$ cat src/rtl/hazard_unit.sv
// -----------------------------------------------------------------------------
// hazard_unit
//
// Pipeline interlock for a five-stage MIPS-style core that uses Tuse/Tnew
// hazard detection and has a multi-cycle HI/LO (mult/div) unit.
//
// Data hazard: the D-stage instruction reads a register that an older
// instruction in E or M will write. The result is not yet forwardable, so the
// consumer needs it (Tuse) sooner than the producer delivers it (Tnew).
// MD hazard: the D-stage instruction touches HI/LO while the mult/div unit is
// busy, or while a mult/div is being launched from E in this same cycle.
// On either hazard the front end is frozen and a bubble enters D/E.
//
// Ports
//   clk                    sole clock, rising edge
//   reset                  asynchronous, active-low
//   D_rs_addr/D_rt_addr    D-stage source registers
//   D_rs_tuse/D_rt_tuse    cycles until each source is consumed
//   D_is_md                D instruction uses the HI/LO unit
//   E_a3/M_a3              destination register in E/M (0 = none)
//   E_tnew/M_tnew          cycles until the E/M result is available
//   E_md_start             mult/div launched from E this cycle
//   E_md_is_div            1 = div, 0 = mult (qualifies E_md_start)
//   stat_clr               synchronous clear of stall_cnt
//   stall                  freeze PC and F/D register
//   flush_E                insert bubble into D/E register
//   stall_cause            {md hazard, data hazard}
//   md_busy                HI/LO unit busy (registered)
//   stall_cnt              saturating count of stalled cycles
// -----------------------------------------------------------------------------
module hazard_unit #(
    parameter int REG_AW      = 5,
    parameter int TW          = 3,
    parameter int MULT_CYCLES = 5,
    parameter int DIV_CYCLES  = 10,
    parameter int MDW         = 4,
    parameter int CNTW        = 32
) (
    input  logic              clk,
    input  logic              reset,
    input  logic [REG_AW-1:0] D_rs_addr,
    input  logic [REG_AW-1:0] D_rt_addr,
    input  logic [TW-1:0]     D_rs_tuse,
    input  logic [TW-1:0]     D_rt_tuse,
    input  logic              D_is_md,
    input  logic [REG_AW-1:0] E_a3,
    input  logic [REG_AW-1:0] M_a3,
    input  logic [TW-1:0]     E_tnew,
    input  logic [TW-1:0]     M_tnew,
    input  logic              E_md_start,
    input  logic              E_md_is_div,
    input  logic              stat_clr,
    output logic              stall,
    output logic              flush_E,
    output logic [1:0]        stall_cause,
    output logic              md_busy,
    output logic [CNTW-1:0]   stall_cnt
);

    localparam logic [MDW-1:0]  MULT_LOAD = MDW'(MULT_CYCLES);
    localparam logic [MDW-1:0]  DIV_LOAD  = DIV_CYCLES[MDW-1:0];
    localparam logic [CNTW-1:0] CNT_MAX   = {CNTW{1'b1}};

    logic [MDW-1:0]  md_cnt_q, md_cnt_d;
    logic [CNTW-1:0] stall_cnt_q, stall_cnt_d;

    logic data_e, data_m, data_haz, md_haz, stall_int;

    // ---------------------------------------------------------------------
    // Data hazards. Register 0 is never a real destination, so a zero a3
    // masks the stage out entirely.
    // ---------------------------------------------------------------------
    always_comb begin
        data_e = (E_a3 != '0) &&
                 (((E_a3 == D_rs_addr) && (D_rs_tuse < E_tnew)) ||
                  ((E_a3 == D_rt_addr) && (D_rt_tuse < E_tnew)));
        data_m = (M_a3 != '0) &&
                 (((M_a3 == D_rs_addr) && (D_rs_tuse < M_tnew)) ||
                  ((M_a3 == D_rt_addr) && (D_rt_tuse < M_tnew)));
        data_haz = data_e || data_m;
    end

    // md_busy comes only from the counter; E_md_start covers the launch
    // cycle, before the counter has been loaded.
    assign md_busy   = (md_cnt_q != '0);
    assign md_haz    = D_is_md && (md_busy || E_md_start);
    assign stall_int = data_haz || md_haz;

    assign stall       = stall_int;
    assign flush_E     = stall_int;
    assign stall_cause = {md_haz, data_haz};
    assign stall_cnt   = stall_cnt_q;

    // ---------------------------------------------------------------------
    // HI/LO busy counter. While counting, a new start is ignored (the
    // pipeline cannot legally issue one, and reloading would extend the
    // busy window of an operation already in flight).
    // ---------------------------------------------------------------------
    always_comb begin
        md_cnt_d = md_cnt_q;
        if (md_cnt_q != '0) begin
            md_cnt_d = md_cnt_q - MDW'(1);
        end else if (E_md_start) begin
            md_cnt_d = E_md_is_div ? DIV_LOAD : MULT_LOAD;
        end
    end

    // Stall statistics: clear wins over increment, saturates at all-ones.
    always_comb begin
        stall_cnt_d = stall_cnt_q;
        if (stat_clr) begin
            stall_cnt_d = '0;
        end else if (stall_int && (stall_cnt_q != CNT_MAX)) begin
            stall_cnt_d = stall_cnt_q + CNTW'(1);
        end
    end

    always_ff @(posedge clk or negedge reset) begin
        if (!reset) begin
            md_cnt_q    <= '0;
            stall_cnt_q <= '0;
        end else begin
            md_cnt_q    <= md_cnt_d;
            stall_cnt_q <= stall_cnt_d;
        end
    end

endmodule

$ cat config.mk
export PLATFORM = sky130hd
export DESIGN_NAME = hazard_unit
export DESIGN_NICKNAME = d
export VERILOG_FILES = /design/src/rtl/hazard_unit.sv
export SDC_FILE = /design/constraint.sdc
export NUM_CORES = 1
export LEC_CHECK = 0
export CORE_MARGIN = 2
export CORE_UTILIZATION = 50
export CTS_BUF_LIST = sky130_fd_sc_hd__clkbuf_4
export CTS_CLUSTER_DIAMETER = 150
export CTS_CLUSTER_SIZE = 8
export DETAILED_ROUTE_END_ITERATION = 8
export PLACE_DENSITY = 0.84
export SYNTH_ARGS = -nofsm -noshare
export SYNTH_HDL_FRONTEND = slang
export SYNTH_SLANG_ARGS = --single-unit
$ cat constraint.sdc
create_clock -name clk -period 3.1 [get_ports clk]
set_clock_uncertainty 0.1 [all_clocks]
set_input_delay 0.465 -clock clk [delete_from_list [all_inputs] [get_ports clk]]
set_output_delay 0.465 -clock clk [all_outputs]
set_load 0.01 [all_outputs]
Word-level counts from Yosys, hierarchy flattened:

Index checks and enable logic that the tools add are counted.

* input bits: 38
* register bits: 36

* add/sub/neg operators: 2
* muxes and demuxes: 5
* equality and inequality tests: 5
* order comparisons: 4
* reductions and logical operators: 18

Operator list (number)
* $mux W32: 2
* $add A32 B1 Y32 const B: 1
* $ne A32 B32 Y1 const B: 1
* $eq A5 B5 Y1: 4
* $lt A3 B3 Y1: 4
* $mux W4: 3
* $reduce_bool A5 Y1: 2
* $logic_and A1 B1 Y1: 8
* $logic_or A1 B1 Y1: 5
* $reduce_bool A2 Y1: 2
* $reduce_bool A4 Y1: 1
* $sub A4 B1 Y4 const B: 1

Depth between registers and ports, before layout:

* depth in word-level cells: 9
* depth in mapped cells: 12
* depth with buffers taken out: 9

Worst setup path after synthesis:

Ideal clock, no wire load.

* path kind: in2out
* start point: in E_tnew[1]
* end point: out stall
* path slack: 392 ps
* path buffers: 4
* stages: 12
* required time: 2535 ps
* data arrival time: 2143 ps
* cells stage by stage: inv_1 > ha_1 > o21ai_0 > nor2_1 > nor4_1 > o22ai_1 > and3_1 > buf_6 > buf_2 > buf_2 > inv_1 > buf_4

* longest elaborated chain between the ends: 6

RTL lines
* from (decl): line 48 `input logic [TW-1:0] E_tnew,`
* $lt A3 B3 Y1, on equally long branches: line 75, 76
* $logic_and A1 B1 Y1, on equally long branches: line 75, 76
* $logic_or A1 B1 Y1 (*): line 75 `(((E_a3 == D_rs_addr) && (D_rs_tuse < E_tnew)) ||`
* $logic_and A1 B1 Y1 (*): line 74 `data_e = (E_a3 != '0) &&`
* $logic_or A1 B1 Y1 (*): line 80 `data_haz = data_e || data_m;`
* $logic_or A1 B1 Y1 (*): line 87 `assign stall_int = data_haz || md_haz;`
* to (decl): line 53 `output logic stall,`

Mark *: on every way between the ends. The rest lies on a longest branch, timed or not.

Worst setup path in the final report:

* start point: in M_tnew[1]
* end point: reg stall_cnt_q[20], in the netlist stall_cnt[20]

* longest elaborated chain between the ends: 8

RTL lines
* from (decl): line 49 `input logic [TW-1:0] M_tnew,`
* $lt A3 B3 Y1, on equally long branches: line 78, 79
* $logic_and A1 B1 Y1, on equally long branches: line 78, 79
* $logic_or A1 B1 Y1 (*): line 78 `(((M_a3 == D_rs_addr) && (D_rs_tuse < M_tnew)) ||`
* $logic_and A1 B1 Y1 (*): line 77 `data_m = (M_a3 != '0) &&`
* $logic_or A1 B1 Y1 (*): line 80
* $logic_or A1 B1 Y1 (*): line 87
* $logic_and A1 B1 Y1 (*): line 113 `end else if (stall_int && (stall_cnt_q != CNT_MAX)) begin`
* $reduce_bool A2 Y1 (no line) (*)
* to (signal assigned): line 124 `stall_cnt_q <= stall_cnt_d;`
* to (decl): line 65 `logic [CNTW-1:0] stall_cnt_q, stall_cnt_d;`

Marks and branches as above.
A chain may end at the register's enable or synchronous reset.

==> flow_summary.yaml <==
logic_synthesis:
  synth_seq_cells: 36
  synthDistinctLibCells: 36
  synth-simple-area-share_pct: 32.3
  syn_area_per_cell_um2: 8.45
  muxShareOfSynthArea_pct: 4.26
  yosys.area_share.xor_xnor_pct: 7.04
  syn-num-nets: 358
  seq_area_frac_synth_pct: 34.5
  synth_top_family_by_area: "simple AND/OR/NAND/NOR gates"
  syn-cell-area_um2: 2610
  synth-warning-count: 0
  synth.area.top_cells: "dfrtp_1, xnor2_1, ha_1, nor2_1, mux2_1"
  syn_inst: 309
  synth_compound_area_share_pct: 11.5
  synth.top_cell.area_share_pct: 34.5
  yosys.area.top_type: "dfrtp_1"
  synth-adder-area-share_pct: 5.27
place:
  placedCellCount: 445
  gp_congestion: 0.806
  port_buffers: 74
  placed_area_um2: 3410
  hpwlAfterDp_um: 4950
timing:
  setup_violations: 0
  whs_ps: 418
  slew_headroom_pct: 68.3
  clock.fmax_ghz: 0.331
  min_period_ps: 3020
  tightestPinTransition_ps: 475
  hold_violations: 0
  min_period_over_period_pct: 97.4
  slew_violations: 0
final_layout:
  final_util_pct: 68.6
  syn_to_final_growth_pct: 33.3
  fin_area_um2: 3480
  final_cells: 452
  nFillCells: 436
  finalNetCount: 431
  drive_gt1_share_pct: 7.07
  n_antenna_cell: 0
hold_path:
  whs_endpoint: "md_cnt_q[3]"
  whs_path_depth: 1
  hp-class: "register to register"
  hp-start: "md_cnt_q[3]"
floorplanning:
  core-area_um2: 5070
  row_count: 26
  die_w_um: 76.3
  die_y_um: 76.3
  start_util_pct: 51.5
  ios: 75
  die_area_um2: 5820
critical_path:
  cp.arrival_ps: 3140
  crit_chain: "clkdlybuf4s50_1 > inv_1 > ha_1 > o21ai_1 > a21oi_1 > nor4_2 > o22ai_1 > and3_1 > buf_4 > nor4b_2 > mux2_1"
  rr_worst_depth: 8
  start_kind: "primary input"
  reg2reg_to: "stall_cnt[20]"
  critPathRequiredTime_ps: 3220
  critPathCaptureType: "register"
  path_max_fanout: 53
  cp_slowest_stage_delay_ps: 450
  reg2reg_from: "md_cnt_q[0]"
  crit_type: "primary input to register"
  slowest_stage: "clkdlybuf4s50_1"
  reg2reg_slack_ps: 520
clock_tree:
  cts.sinks: 36
  h-tree-depth: 2
  numCtsBuffers: 5
  ctsHoldBuffers: 0
  clockBufferDepth: 2
  cts_root_buf: "clkbuf_4"
  cts_setup_buffers: 0
  path_clk_slew_ps: 100
  cts_tree: "built"
  insertion_delay_ps: 340
grt:
  grt.busiest_layer: "met2"
  grtUsageMet1_pct: 27.8
  grt_max_degree: 54
  overflow: 0
  met2_usage_pct: 41.1
  grt_pass1_vias: 2454
  track_usage_pct: 23.0
  use_met3_pct: 4.86
  antenna_found_initial: 0
  grt_pass1_wl_um: 11100
run_status:
  status: "finished clean"
routing:
  wl_per_cell_um: 14.8
  drt_pass1_iterations: 4
  vias: 2601
  routed_wl_um: 6680
  vias_per_cell: 5.75
  drtIter0Drc: 153
  drc: 0
  drtAntennaViolNets: 0
power:
  p_total_mw: 1.11
  irDropWorstVdd_mv: 0.324
  leakagePower_nw: 1.37
  p_per_area_nw_per_um2: 320
job:
  cap_violations: 0
cell usage after synthesis, drive strengths merged:
cell    count
xor2        4
mux2i       1
o21bai      7
o31ai       4
clkbuf      9
or2b        1
xnor2      17
nor2       32
inv        10
o21ai      20
nand2      16
nand4      14
nor4       13
mux2        9
ha         11
nand3b      1
and2        1
nand2b      8
nor4b       2
or3        13
or4         5
nand3      19
nor2b       9
dfrtp      36
a21oi      20
nor3b       6
and3        7
nor3        2
buf         8
o22ai       3
and4        1
metrics by stage:
stage	worst slack, ps	setup TNS (ps)
after floorplan	392	0
after global placement	-163	-871
after detailed placement	-296	-2190
after CTS	55.9	0
after global routing	-155	-571
final	81.3	0
layout make-up:
type                       count  area, um2  share of cell area, %
tap                           70       87.6                   2.52
inverter                      10       37.5                   1.08
timing repair buffer          83        797                   22.9
multi-input combinational    246       1610                   46.2
sequential                    36        901                   25.9
clock inverter                 1       5.00                  0.144
clock buffer                   6       45.0                   1.29
worst max-delay path, delay by kind of cell:
kind | cells | cell delay [ps]
AOI/OAI and AO/OA | 3 | 390
adders and majority gates | 1 | 260
buffers and inverters | 3 | 790
muxes | 1 | 350
and+or+nand+nor | 3 | 860
where the power goes:
part	internal (mW)	switching, mW
clock network	0.0924	0.155
registers	0.503	0.0382
logic	0.157	0.169
total	0.753	0.362
worst max-delay path by stage:
stage	start	to	slack [ps]	cells past startpoint
detailed placement	M_tnew[1]	stall_cnt[20]	-300	11
CTS	M_tnew[1]	flush_E	60	10
floorplan	E_tnew[1]	stall	390	12
global placement	M_tnew[1]	stall_cnt[20]	-160	11
finish	M_tnew[1]	stall_cnt[20]	80	11
global route	E_tnew[1]	stall_cnt[20]	-150	11
state kept, by name, summed over array words and instances (netlist names):
signal     count
stall_cnt     32
md_cnt_q       4
cell families after synthesis:
group | count (synthesis)
AOI/OAI and AO/OA | 54
muxes | 10
buffers and inverters | 27
xor gates and xnor gates | 21
DFF | 36
adders and majority gates | 11
and+or+nand+nor | 150
cell usage in the layout, fill, tap and decap left out, types with 10 or more instances in the layout:
| cell type | count |
|---|---|
| nand3_1 | 19 |
| ha_1 | 11 |
| o21ai_0 | 17 |
| inv_1 | 10 |
| clkdlybuf4s50_1 | 71 |
| a21oi_1 | 20 |
| dfrtp_1 | 36 |
| nor2_1 | 32 |
| nand2_1 | 16 |
| nand4_1 | 13 |
| or3_1 | 13 |
| xnor2_1 | 17 |
timing repair:
item / in CTS / in global routing
cloned: 0 / 0
setup endpoints to repair: 3 / 11
hold endpoints to repair: 0 / 0
resized for setup: 3 / 10
metal layers:
layer	vias to the layer above	share of wire (%)
met1	1254	42
met4	0	1.5
met2	74	51
met3	12	5.0
met5	-	0
li1	1261	-
(Power assumes the default switching activity.)
